**src/rtl/range_pkg.sv**
```systemverilog
// range_pkg: shared state type and default sizing for the range sequencer and measurement block
package range_pkg;
  localparam int DEF_WIDTH      = 8;
  localparam int DEF_DEPTH      = 16;
  localparam int DEF_RESULT_LAT = 1;
  typedef enum logic [1:0] {IDLE, PLAY, WAIT, CHECK} seq_state_t;
endpackage

```
**src/rtl/range_if.sv**
```systemverilog
// range_if: go/finish/data range-measurement protocol bundle
// master (sequencer): drives go, finish, data_out; receives range_in, error_in
// slave (measurement block): the mirror image
interface range_if import range_pkg::*; #(parameter int WIDTH = DEF_WIDTH);
  logic             go;
  logic             finish;
  logic [WIDTH-1:0] data_out;
  logic [WIDTH-1:0] range_in;
  logic             error_in;
  modport master(output go, finish, data_out, input range_in, error_in);
  modport slave(input go, finish, data_out, output range_in, error_in);
endinterface

```
**src/rtl/range_sample_buf.sv**
```systemverilog
// range_sample_buf: DEPTH x WIDTH sample store with fill count and registered indexed read
// ports: clock, reset_n (async active-low); wr_en/wr_data append at mem[count]; clear empties;
//        rd_en/rd_idx load rd_data next cycle (0 when rd_en low); count and full report fill level
module range_sample_buf import range_pkg::*; #(
  parameter int WIDTH = DEF_WIDTH,
  parameter int DEPTH = DEF_DEPTH,
  localparam int AW = $clog2(DEPTH)
) (
  input  logic             clock,
  input  logic             reset_n,
  input  logic             wr_en,
  input  logic [WIDTH-1:0] wr_data,
  input  logic             clear,
  input  logic             rd_en,
  input  logic [AW-1:0]    rd_idx,
  output logic [WIDTH-1:0] rd_data,
  output logic [AW:0]      count,
  output logic             full
);
  logic [WIDTH-1:0] mem [DEPTH];
  logic wr_ok;
  assign full  = count == (AW+1)'(DEPTH);
  assign wr_ok = wr_en && !clear && !full;
  always_ff @(posedge clock)
    if (wr_ok) mem[count[AW-1:0]] <= wr_data;
  always_ff @(posedge clock or negedge reset_n)
    if (!reset_n) begin
      count   <= '0;
      rd_data <= '0;
    end else begin
      count   <= clear ? '0 : count + (AW+1)'(wr_ok);
      rd_data <= rd_en ? mem[rd_idx] : '0;
    end
endmodule

```
**src/rtl/range_sequencer.sv**
```systemverilog
// range_sequencer: buffers samples, plays them out as one go/finish measurement and checks the returned range
// ports: clock, reset_n (async active-low); wr_en/wr_data/clear/start control the buffer and playback;
//        busy/full/start_err/ovf_err report status; expected/done/pass/fail report the check;
//        bus (range_if.master) carries go/finish/data_out out and range_in/error_in back
module range_sequencer import range_pkg::*; #(
  parameter int WIDTH      = DEF_WIDTH,
  parameter int DEPTH      = DEF_DEPTH,
  parameter int RESULT_LAT = DEF_RESULT_LAT
) (
  input  logic             clock,
  input  logic             reset_n,
  input  logic             wr_en,
  input  logic [WIDTH-1:0] wr_data,
  input  logic             clear,
  input  logic             start,
  output logic             busy,
  output logic             full,
  output logic             start_err,
  output logic             ovf_err,
  output logic [WIDTH-1:0] expected,
  output logic             done,
  output logic             pass,
  output logic             fail,
  range_if.master          bus
);
  localparam int AW = $clog2(DEPTH);
  localparam int LW = $clog2(RESULT_LAT + 1);
  seq_state_t state, state_nx;
  logic [AW:0] count;
  logic [AW-1:0] idx, idx_nx, rd_idx;
  logic [LW-1:0] wcnt, wcnt_nx;
  logic [WIDTH-1:0] data, mn, mx, mn_cur, mx_cur;
  logic idle, start_ok, last, rd_en, go_q, go_nx, finish_q, finish_nx, to_check, mis;
  assign idle     = state == IDLE;
  assign busy     = !idle;
  assign start_ok = idle && start && !clear && count >= (AW+1)'(2);
  assign last     = (AW+1)'(idx) == count - (AW+1)'(1);
  assign to_check = state == WAIT && state_nx == CHECK;
  assign mis      = bus.error_in || bus.range_in != expected;
  assign bus.go       = go_q;
  assign bus.finish   = finish_q;
  assign bus.data_out = data;
  // the first presented sample seeds the running extremes
  assign mn_cur = (go_q || data < mn) ? data : mn;
  assign mx_cur = (go_q || data > mx) ? data : mx;
  range_sample_buf #(.WIDTH(WIDTH), .DEPTH(DEPTH)) u_buf (
    .clock   (clock),
    .reset_n (reset_n),
    .wr_en   (idle && wr_en),
    .wr_data (wr_data),
    .clear   (idle && clear),
    .rd_en   (rd_en),
    .rd_idx  (rd_idx),
    .rd_data (data),
    .count   (count),
    .full    (full)
  );
  // idx is the index of the sample presented this cycle; the read issued now lands next cycle
  always_comb begin
    state_nx  = state;
    idx_nx    = idx;
    wcnt_nx   = wcnt;
    rd_en     = 1'b0;
    rd_idx    = idx;
    go_nx     = 1'b0;
    finish_nx = 1'b0;
    case (state)
      IDLE:
        if (start_ok) begin
          state_nx = PLAY;
          idx_nx   = '0;
          rd_en    = 1'b1;
          rd_idx   = '0;
          go_nx    = 1'b1;
        end
      PLAY:
        if (last) begin
          state_nx = WAIT;
          wcnt_nx  = '0;
        end else begin
          idx_nx    = idx + 1'b1;
          rd_en     = 1'b1;
          rd_idx    = idx + 1'b1;
          finish_nx = (AW+1)'(idx) + (AW+1)'(1) == count - (AW+1)'(1);
        end
      WAIT:
        if (wcnt == LW'(RESULT_LAT - 1)) state_nx = CHECK;
        else wcnt_nx = wcnt + 1'b1;
      CHECK: state_nx = IDLE;
      default: state_nx = IDLE;
    endcase
  end
  always_ff @(posedge clock or negedge reset_n)
    if (!reset_n) begin
      state     <= IDLE;
      idx       <= '0;
      wcnt      <= '0;
      go_q      <= 1'b0;
      finish_q  <= 1'b0;
      start_err <= 1'b0;
      ovf_err   <= 1'b0;
      done      <= 1'b0;
      pass      <= 1'b0;
      fail      <= 1'b0;
      mn        <= '0;
      mx        <= '0;
      expected  <= '0;
    end else begin
      state     <= state_nx;
      idx       <= idx_nx;
      wcnt      <= wcnt_nx;
      go_q      <= go_nx;
      finish_q  <= finish_nx;
      start_err <= idle && start && count < (AW+1)'(2);
      ovf_err   <= idle && wr_en && !clear && full;
      done      <= to_check;
      if (state == PLAY) begin
        mn <= mn_cur;
        mx <= mx_cur;
      end
      if (finish_q) expected <= mx_cur - mn_cur;
      if (idle && (start || clear)) begin
        pass <= 1'b0;
        fail <= 1'b0;
      end else if (to_check) begin
        fail <= mis;
        pass <= !mis;
      end
    end
endmodule

```
**src/flat_wrapper.sv**
```systemverilog
// flat-port wrapper written by rule: the top's interface ports become plain ports
module range_sequencer_flat import range_pkg::*;
#(
  parameter int WIDTH      = DEF_WIDTH,
  parameter int DEPTH      = DEF_DEPTH,
  parameter int RESULT_LAT = DEF_RESULT_LAT
)
  (clock, reset_n, wr_en, wr_data, clear, start, busy, full, start_err, ovf_err, expected, done, pass, fail, bus_go, bus_finish, bus_data_out, bus_range_in, bus_error_in);
  range_if #(.WIDTH(WIDTH)) bus_i ();
  input  logic clock;
  input  logic reset_n;
  input  logic wr_en;
  input  logic [WIDTH-1:0] wr_data;
  input  logic clear;
  input  logic start;
  output logic busy;
  output logic full;
  output logic start_err;
  output logic ovf_err;
  output logic [WIDTH-1:0] expected;
  output logic done;
  output logic pass;
  output logic fail;
  output wire logic [$bits(bus_i.go)-1:0] bus_go;
  output wire logic [$bits(bus_i.finish)-1:0] bus_finish;
  output wire logic [$bits(bus_i.data_out)-1:0] bus_data_out;
  input wire logic [$bits(bus_i.range_in)-1:0] bus_range_in;
  input wire logic [$bits(bus_i.error_in)-1:0] bus_error_in;
  assign bus_go = bus_i.go;
  assign bus_finish = bus_i.finish;
  assign bus_data_out = bus_i.data_out;
  assign bus_i.range_in = bus_range_in;
  assign bus_i.error_in = bus_error_in;
  range_sequencer #(.WIDTH(WIDTH), .DEPTH(DEPTH), .RESULT_LAT(RESULT_LAT)) u_core (.clock(clock), .reset_n(reset_n), .wr_en(wr_en), .wr_data(wr_data), .clear(clear), .start(start), .busy(busy), .full(full), .start_err(start_err), .ovf_err(ovf_err), .expected(expected), .done(done), .pass(pass), .fail(fail), .bus(bus_i));
endmodule
```
**config.mk**
```make
export PLATFORM = sky130hd
export DESIGN_NAME = range_sequencer_flat
export DESIGN_NICKNAME = d
export VERILOG_FILES = /design/src/rtl/range_pkg.sv /design/src/rtl/range_if.sv /design/src/rtl/range_sample_buf.sv /design/src/rtl/range_sequencer.sv /design/src/flat_wrapper.sv
export SDC_FILE = /design/constraint.sdc
export NUM_CORES = 1
export LEC_CHECK = 0
export CORE_UTILIZATION = 55
export DETAILED_ROUTE_END_ITERATION = 7
export DONT_BUFFER_PORTS = 1
export PLACE_DENSITY = 0.82
export SLEW_MARGIN = 20
export SYNTH_ARGS = -nofsm -noshare
export SYNTH_HDL_FRONTEND = slang
export SYNTH_SLANG_ARGS = --single-unit
```
**constraint.sdc**
```tcl
create_clock -name clock -period 3.7 [get_ports clock]
set_input_delay 0.555 -clock clock [delete_from_list [all_inputs] [get_ports clock]]
set_output_delay 0.555 -clock clock [all_outputs]
set_load 0.01 [all_outputs]
```
## Word level (Yosys, flattened, before mapping)

Memories as Yosys holds them, arrays and structs flattened.
Index checks and enable logic that the tools add are counted.

- Divide/modulo/power cells: 0
- $add $sub $neg: 6
- Order comparisons: 4
- Multiply operators: 0
- Eq/ne operators: 9
- Muxes and demuxes: 26
- Bitwise gates (word level): 0
- Reductions and logical operators: 25
- Shift operators: 0

Operators with widths:

| cell | number |
|---|---|
| 8-bit 2-to-1 mux | 3 |
| 1-bit 2-to-1 mux | 13 |
| 1-bit logical AND | 12 |
| 8-bit greater-than comparator | 1 |
| 8-bit < comparator | 1 |
| 4-bit 2-to-1 mux | 2 |
| 8-bit inequality test | 1 |
| 2-bit one-hot mux with 4 select lines | 1 |
| 4-bit one-hot mux with 2 select lines | 1 |
| 8-bit subtractor | 1 |
| 2-bit equality test (second input constant) | 3 |
| 2-bit 2-to-1 mux | 3 |
| 4-bit by 1-bit adder with 5-bit output (second input constant) | 1 |
| 5-bit by 1-bit adder with 5-bit output | 1 |
| 4-bit by 5-bit equality test with 1-bit output | 1 |
| 5-bit equality test | 1 |
| 5-bit equality test (second input constant) | 1 |
| 5-bit by 2-bit greater-or-equal comparator with 1-bit output (second input constant) | 1 |
| 1-bit logical NOT | 5 |
| 5-bit by 2-bit < comparator with 1-bit output (second input constant) | 1 |
| 5-bit 2-to-1 mux | 1 |
| 5-bit by 1-bit subtractor with 5-bit output (second input constant) | 1 |
| 4-bit by 1-bit adder with 4-bit output (second input constant) | 1 |
| 1-bit logical OR | 4 |
| 7 further kinds | 9 |

- ROM bits: 0
- RAM bits: 128
- Input port bits: 22
- Output and inout bits: 25
- Bits in latches: 0
- Logic and storage cells: 86
- Memories: 1
- Bits in registers: 51

Memories:

| memory | depth | width | rd ports | clocked after Yosys merged registers in | write ports | RTL line | text |
|---|---|---|---|---|---|---|---|
| u_core.u_buf.mem | 16 | 8 | 1 | 0 | 1 | range_sample_buf.sv:20 | `logic [WIDTH-1:0] mem [DEPTH];` |

## Depth between registers and ports, before layout

- Depth in word-level cells: 10
- Mapped depth: 20
- Depth with buffers taken out: 19

## By module

Synthesis repeated with hierarchy kept, for this count alone.

- Cell total of the unflattened synthesis: 564
- Area, all modules: 8116.5 sq um

Modules (own cells, without submodules):

| module | sequential area each (sq um) | times used | area an instance (sq um) | cells each |
|---|---|---|---|---|
| range_sample_buf | 4169.0 | 1 | 5492.8 | 294 |
| range_sequencer | 925.9 | 1 | 2623.8 | 270 |

## Worst setup path after synthesis

OpenSTA, ideal clock, no wires.

- Path kind: register -> register
- From: register u_core.u_buf.rd_data[1]
- To: register u_core.expected[7]
- Setup time: 124 ps
- Cell stages (with the launch flop): 19
- Arrival time: 3773 ps
- Setup slack: -197 ps
- Path buffers: 1
- Required time: 3576 ps
- Cells stage by stage: dfrtp_1 > ha_1 > nor2b_1 > o21a_1 > o21a_1 > o21bai_1 > a21oi_1 > or2_0 > clkbuf_1 > o21ai_0 > ha_1 > a21o_1 > a21o_1 > a21o_1 > a21o_1 > a31oi_1 > a2111o_1 > mux2i_1 > a211o_1

- Word-level cells in the longest chain between the ends: 4
- Elaborated cells between the ends (all ways): 7
- Classes of those cells: add/sub: 1; order compare: 2; mux: 2; reduce/logical: 2

Ends and longest elaborated chain:

| item | RTL line | text |
|---|---|---|
| from (decl) | range_sample_buf.sv:16 | `output logic [WIDTH-1:0] rd_data,` |
| from (signal assigned) | range_sample_buf.sv:32 | `rd_data <= rd_en ? mem[rd_idx] : '0;` |
| 8-bit greater-than comparator | range_sequencer.sv:45 | `assign mx_cur = (go_q \|\| data > mx) ? data : mx;` |
| 1-bit logical OR | range_sequencer.sv:45 |  |
| 8-bit 2-to-1 mux * | range_sequencer.sv:45 |  |
| named net u_core.mx_cur[1] | range_sequencer.sv:32 | `logic [WIDTH-1:0] data, mn, mx, mn_cur, mx_cur;` |
| 8-bit subtractor * | range_sequencer.sv:121 | `if (finish_q) expected <= mx_cur - mn_cur;` |
| to (signal assigned) | range_sequencer.sv:121 |  |
| to (decl) | range_sequencer.sv:20 | `output logic [WIDTH-1:0] expected,` |

The timed path passes the listed nets; every way through them passes the cells marked *.
A chain may end at the register's enable or synchronous reset.

## Worst setup path after layout

- From: register u_core.u_buf.rd_data[1]
- To: register u_core.expected[7]

- Word-level cells in the longest chain between the ends: 4
- Elaborated cells between the ends (all ways): 7
- Classes of those cells: add/sub: 1; order compare: 2; mux: 2; reduce/logical: 2

Ends and longest elaborated chain:

| item | RTL line |
|---|---|
| 8-bit greater-than comparator or 8-bit < comparator (tied branches) | range_sequencer.sv:45, range_sequencer.sv:44 |
| 1-bit logical OR, on equally long branches | range_sequencer.sv:45, range_sequencer.sv:44 |
| 8-bit 2-to-1 mux, on equally long branches | range_sequencer.sv:45, range_sequencer.sv:44 |
| 8-bit subtractor * | range_sequencer.sv:121 |

Mark *: on every way between the ends. The rest lies on a longest branch, timed or not.

==> metrics.txt <==
# IOs 47; Row Count 44; placed cell area 8490 um2; Filler cells about 1100; worst slack, placed -0.0662 ns; Max IR drop VDD 0.000602 V; max_slew headroom 38.7%; register area share after synthesis 61.5%; MaxCap Viol Count 0; Placed Cells slightly above 800; RD Place Congestion 0.826; CP max FO 5; vias in the first global route 5054; number of distinct library cells after synthesis 60; share of cells above drive strength 1 15.2%; synthesized area 8280 um2; Gate power share 52.5%; CP Class flip-flop to flip-flop; main flop type after synthesis edfxtp_1; Hold Worst Slack a little over 0.2 ns; post-synthesis register bit count 178; Num CTS Buffers 17; final design utilization 63.6%; internal power 5560 uW; dpl hpwl ~11 mm; Net Sw Power 3900 uW; Lkg Pwr 0.00363 uW; clock sink total 178; count of final setup violators 0; crit path capture type flip-flop; Clock Power Share 18.9%; switching share of power around 40%; Post-synth EDFFs 128; Design Area, Final 9290 um2; first-pass GRT wire length 26.5 mm; ANT nets after route 0; worst slew pin tran approximately 0.92 ns; nets@finish 710; CP startpoint u_core.u_buf.rd_data[1]; GRT overflow 0; die width approximately 120 um; die area 15600 um2; routed length per instance between 15 and 20 um; DRC errors left 0; Iteration-0 DRC Markers ~450; Worst R2R End u_core.expected[7]; Starting Density 56.8%; grt met2 use 35.5%; Tcrit/Tclk final 96.2%; Tmin final 3.56 ns; routed vias 5118; GRT Total Usage 22.4%; Arrival @ worst endpoint slightly below 4 ns; fin cells 854; CP endpoint u_core.expected[7]; Crit path required time 4.02 ns; latest clock arrival within the worst-skew pair 0.44 ns; most used routing layer met2; Hold Crit Class input pin to flip-flop; Port Buffer Count 0; Core ar. 14600 um2; Yosys Warn Count 0; initial antenna violation count 0; Slew Viols, Final 0; status finished, final reports clean; Synth Instances 635; Reg2Reg Setup Slack 0.14 ns; met1 Track Usage GR 29.1%; met3 usage 6.14%; Final Hold Vio Count 0; Layout area overhead 12.1%; Total Routed Length approximately 17 mm; unrepaired setup endpoints after global routing yes; Clock Pin Slew Worst Setup and Hold Paths ~0.070 ns; TritonCTS clock tree done; largest net degree at the start of global routing 73; Max H-tree Level 4; PwrDens 1020 nW/um2; Die Y-Extent about 120 um; startpoint types flip-flop; ant diodes 0; fmax 281 MHz; First-pass DRT Iterations 5; clk buf depth 2; Mapped Nets 688; clock root cell clkbuf_16; Post-synth ARST share 28.1%; vias per cell 5.99; Reg power frac 28.6%; PnR worst setup slack 0.140 ns; clk_skew ~0.013 ns; worst r2r path cells 16; Avg Cell Area, Syn 13.0 um2; RR Startpoint u_core.u_buf.rd_data[1]
-- Yosys cell counts, types with 11 or more instances --
| cell | instances | area (um2) |
|---|---|---|
| nor3_1 | 39 | 195 |
| edfxtp_1 | 128 | 3840 |
| nor2_1 | 44 | 165 |
| o21ai_0 | 21 | 105 |
| nand2_1 | 59 | 221 |
| nand3_1 | 11 | 55.1 |
| ha_1 | 30 | 375 |
| xnor2_1 | 16 | 140 |
| a21o_1 | 12 | 90.1 |
| dfrtp_1 | 50 | 1250 |
| inv_1 | 23 | 86.3 |
| mux2i_1 | 59 | 591 |
| mux2_2 | 15 | 169 |
-- cells by family after synthesis --
family | count (synthesis) | share of synthesized area [%]
AOI/OAI and AO/OA | 88 | 7.60
xor gates and xnor gates | 28 | 3.31
adders and majority gates | 31 | 4.77
buffers and inverters | 51 | 3.31
DFF | 178 | 61.5
muxes | 74 | 9.17
and+or+nand+nor | 185 | 10.3
-- cell type report --
| type | count | area (um2) | area share (%) |
|---|---|---|---|
| Sequential cell | 178 | 5100 | 54.9 |
| Multi-Input combinational cell | 406 | 3000 | 32.3 |
| Clock buffer | 17 | 425 | 4.58 |
| Timing Repair Buffer | 28 | 254 | 2.74 |
| Tap cell | 184 | 230 | 2.48 |
| Clock inverter | 15 | 174 | 1.87 |
| Inverter | 26 | 103 | 1.10 |
-- registers in the layout, summed over array words and instances (netlist names), named ones only --
name,count
u_core.bus.finish,1
u_core.bus.go,1
u_core.done,1
u_core.expected,8
u_core.fail,1
u_core.idx,4
u_core.mn,8
u_core.mx,7
u_core.ovf_err,1
u_core.pass,1
u_core.start_err,1
u_core.state,2
u_core.u_buf.count,5
u_core.u_buf.mem,128
u_core.u_buf.rd_data,8
-- stage by stage --
step / total power, uW / TNS [ns]
floorplan: 6230 / 0
global placement: 7060 / 0
detailed placement: 7210 / -0.0662
CTS: 9070 / 0
global route: 10100 / -0.0811
finish: 9450 / 0
-- layer usage --
layer,part of all wire [%],up-vias
li1,-,2386
met1,43,2524
met2,49,173
met3,5.9,35
met4,2.3,0
met5,0,-
-- power groups by stage --
| stage | registers [uW] | clock network, uW | logic [uW] |
|---|---|---|---|
| floorplan | 2660 | 0 | 3560 |
| global placement | 2710 | 0 | 4350 |
| detailed placement | 2730 | 0 | 4480 |
| CTS | 2690 | 1810 | 4570 |
| global route | 2730 | 1880 | 5470 |
| finish | 2700 | 1790 | 4960 |
-- critical path, stage by stage (launching register included) --
cell      delay [ns]
dfrtp_2         0.46
ha_1            0.30
a21o_1          0.16
a21o_1          0.18
a21oi_1         0.12
o21ai_0         0.13
and2_2          0.27
mux2i_2         0.27
ha_4            0.25
a21o_1          0.14
a21o_1          0.16
a21o_1          0.18
a21o_1          0.18
a31oi_2         0.20
a2111o_1        0.14
mux2i_1         0.07
a211o_1         0.23
-- placed cells by master (no fill, tap or decap), types with 11 or more instances in the layout --
cell	synthesis	layout
nand2_1	59	58
o21ai_0	21	18
mux2_2	15	15
edfxtp_1	128	128
nand3_1	11	11
xnor2_1	16	16
clkbuf_16	0	18
dfrtp_1	50	49
nor3_1	39	39
a21o_1	12	12
nor2_1	44	43
ha_1	30	27
buf_4	1	24
mux2i_1	59	58
inv_1	23	21
-- how the worst min path moves through the flow --
stage | cells after the start | slack (ns) | from | endpoint
2_1_floorplan | 0 | 0.26 | reset_n | async pin
3_3_place_gp | 0 | 0.26 | reset_n | u_core.u_buf.count[3]
3_5_place_dp | 0 | 0.26 | reset_n | u_core.fail
4_1_cts | 0 | 0.19 | wr_data[6] | u_core.u_buf.mem[6][6]
5_1_grt | 0 | 0.19 | wr_data[5] | u_core.u_buf.mem[11][5]
6_report | 0 | 0.21 | wr_data[5] | u_core.u_buf.mem[10][5]
-- repair_timing --
action	CTS	global route
pin swaps	1	18
cloned	0	1
endpoints found under the hold margin	50	0
hold buffers	2	0
buffers inserted	0	8
resized for setup	2	20
setup endpoints to repair	1	3
No activity file was read; power rests on OpenSTA's default activity.
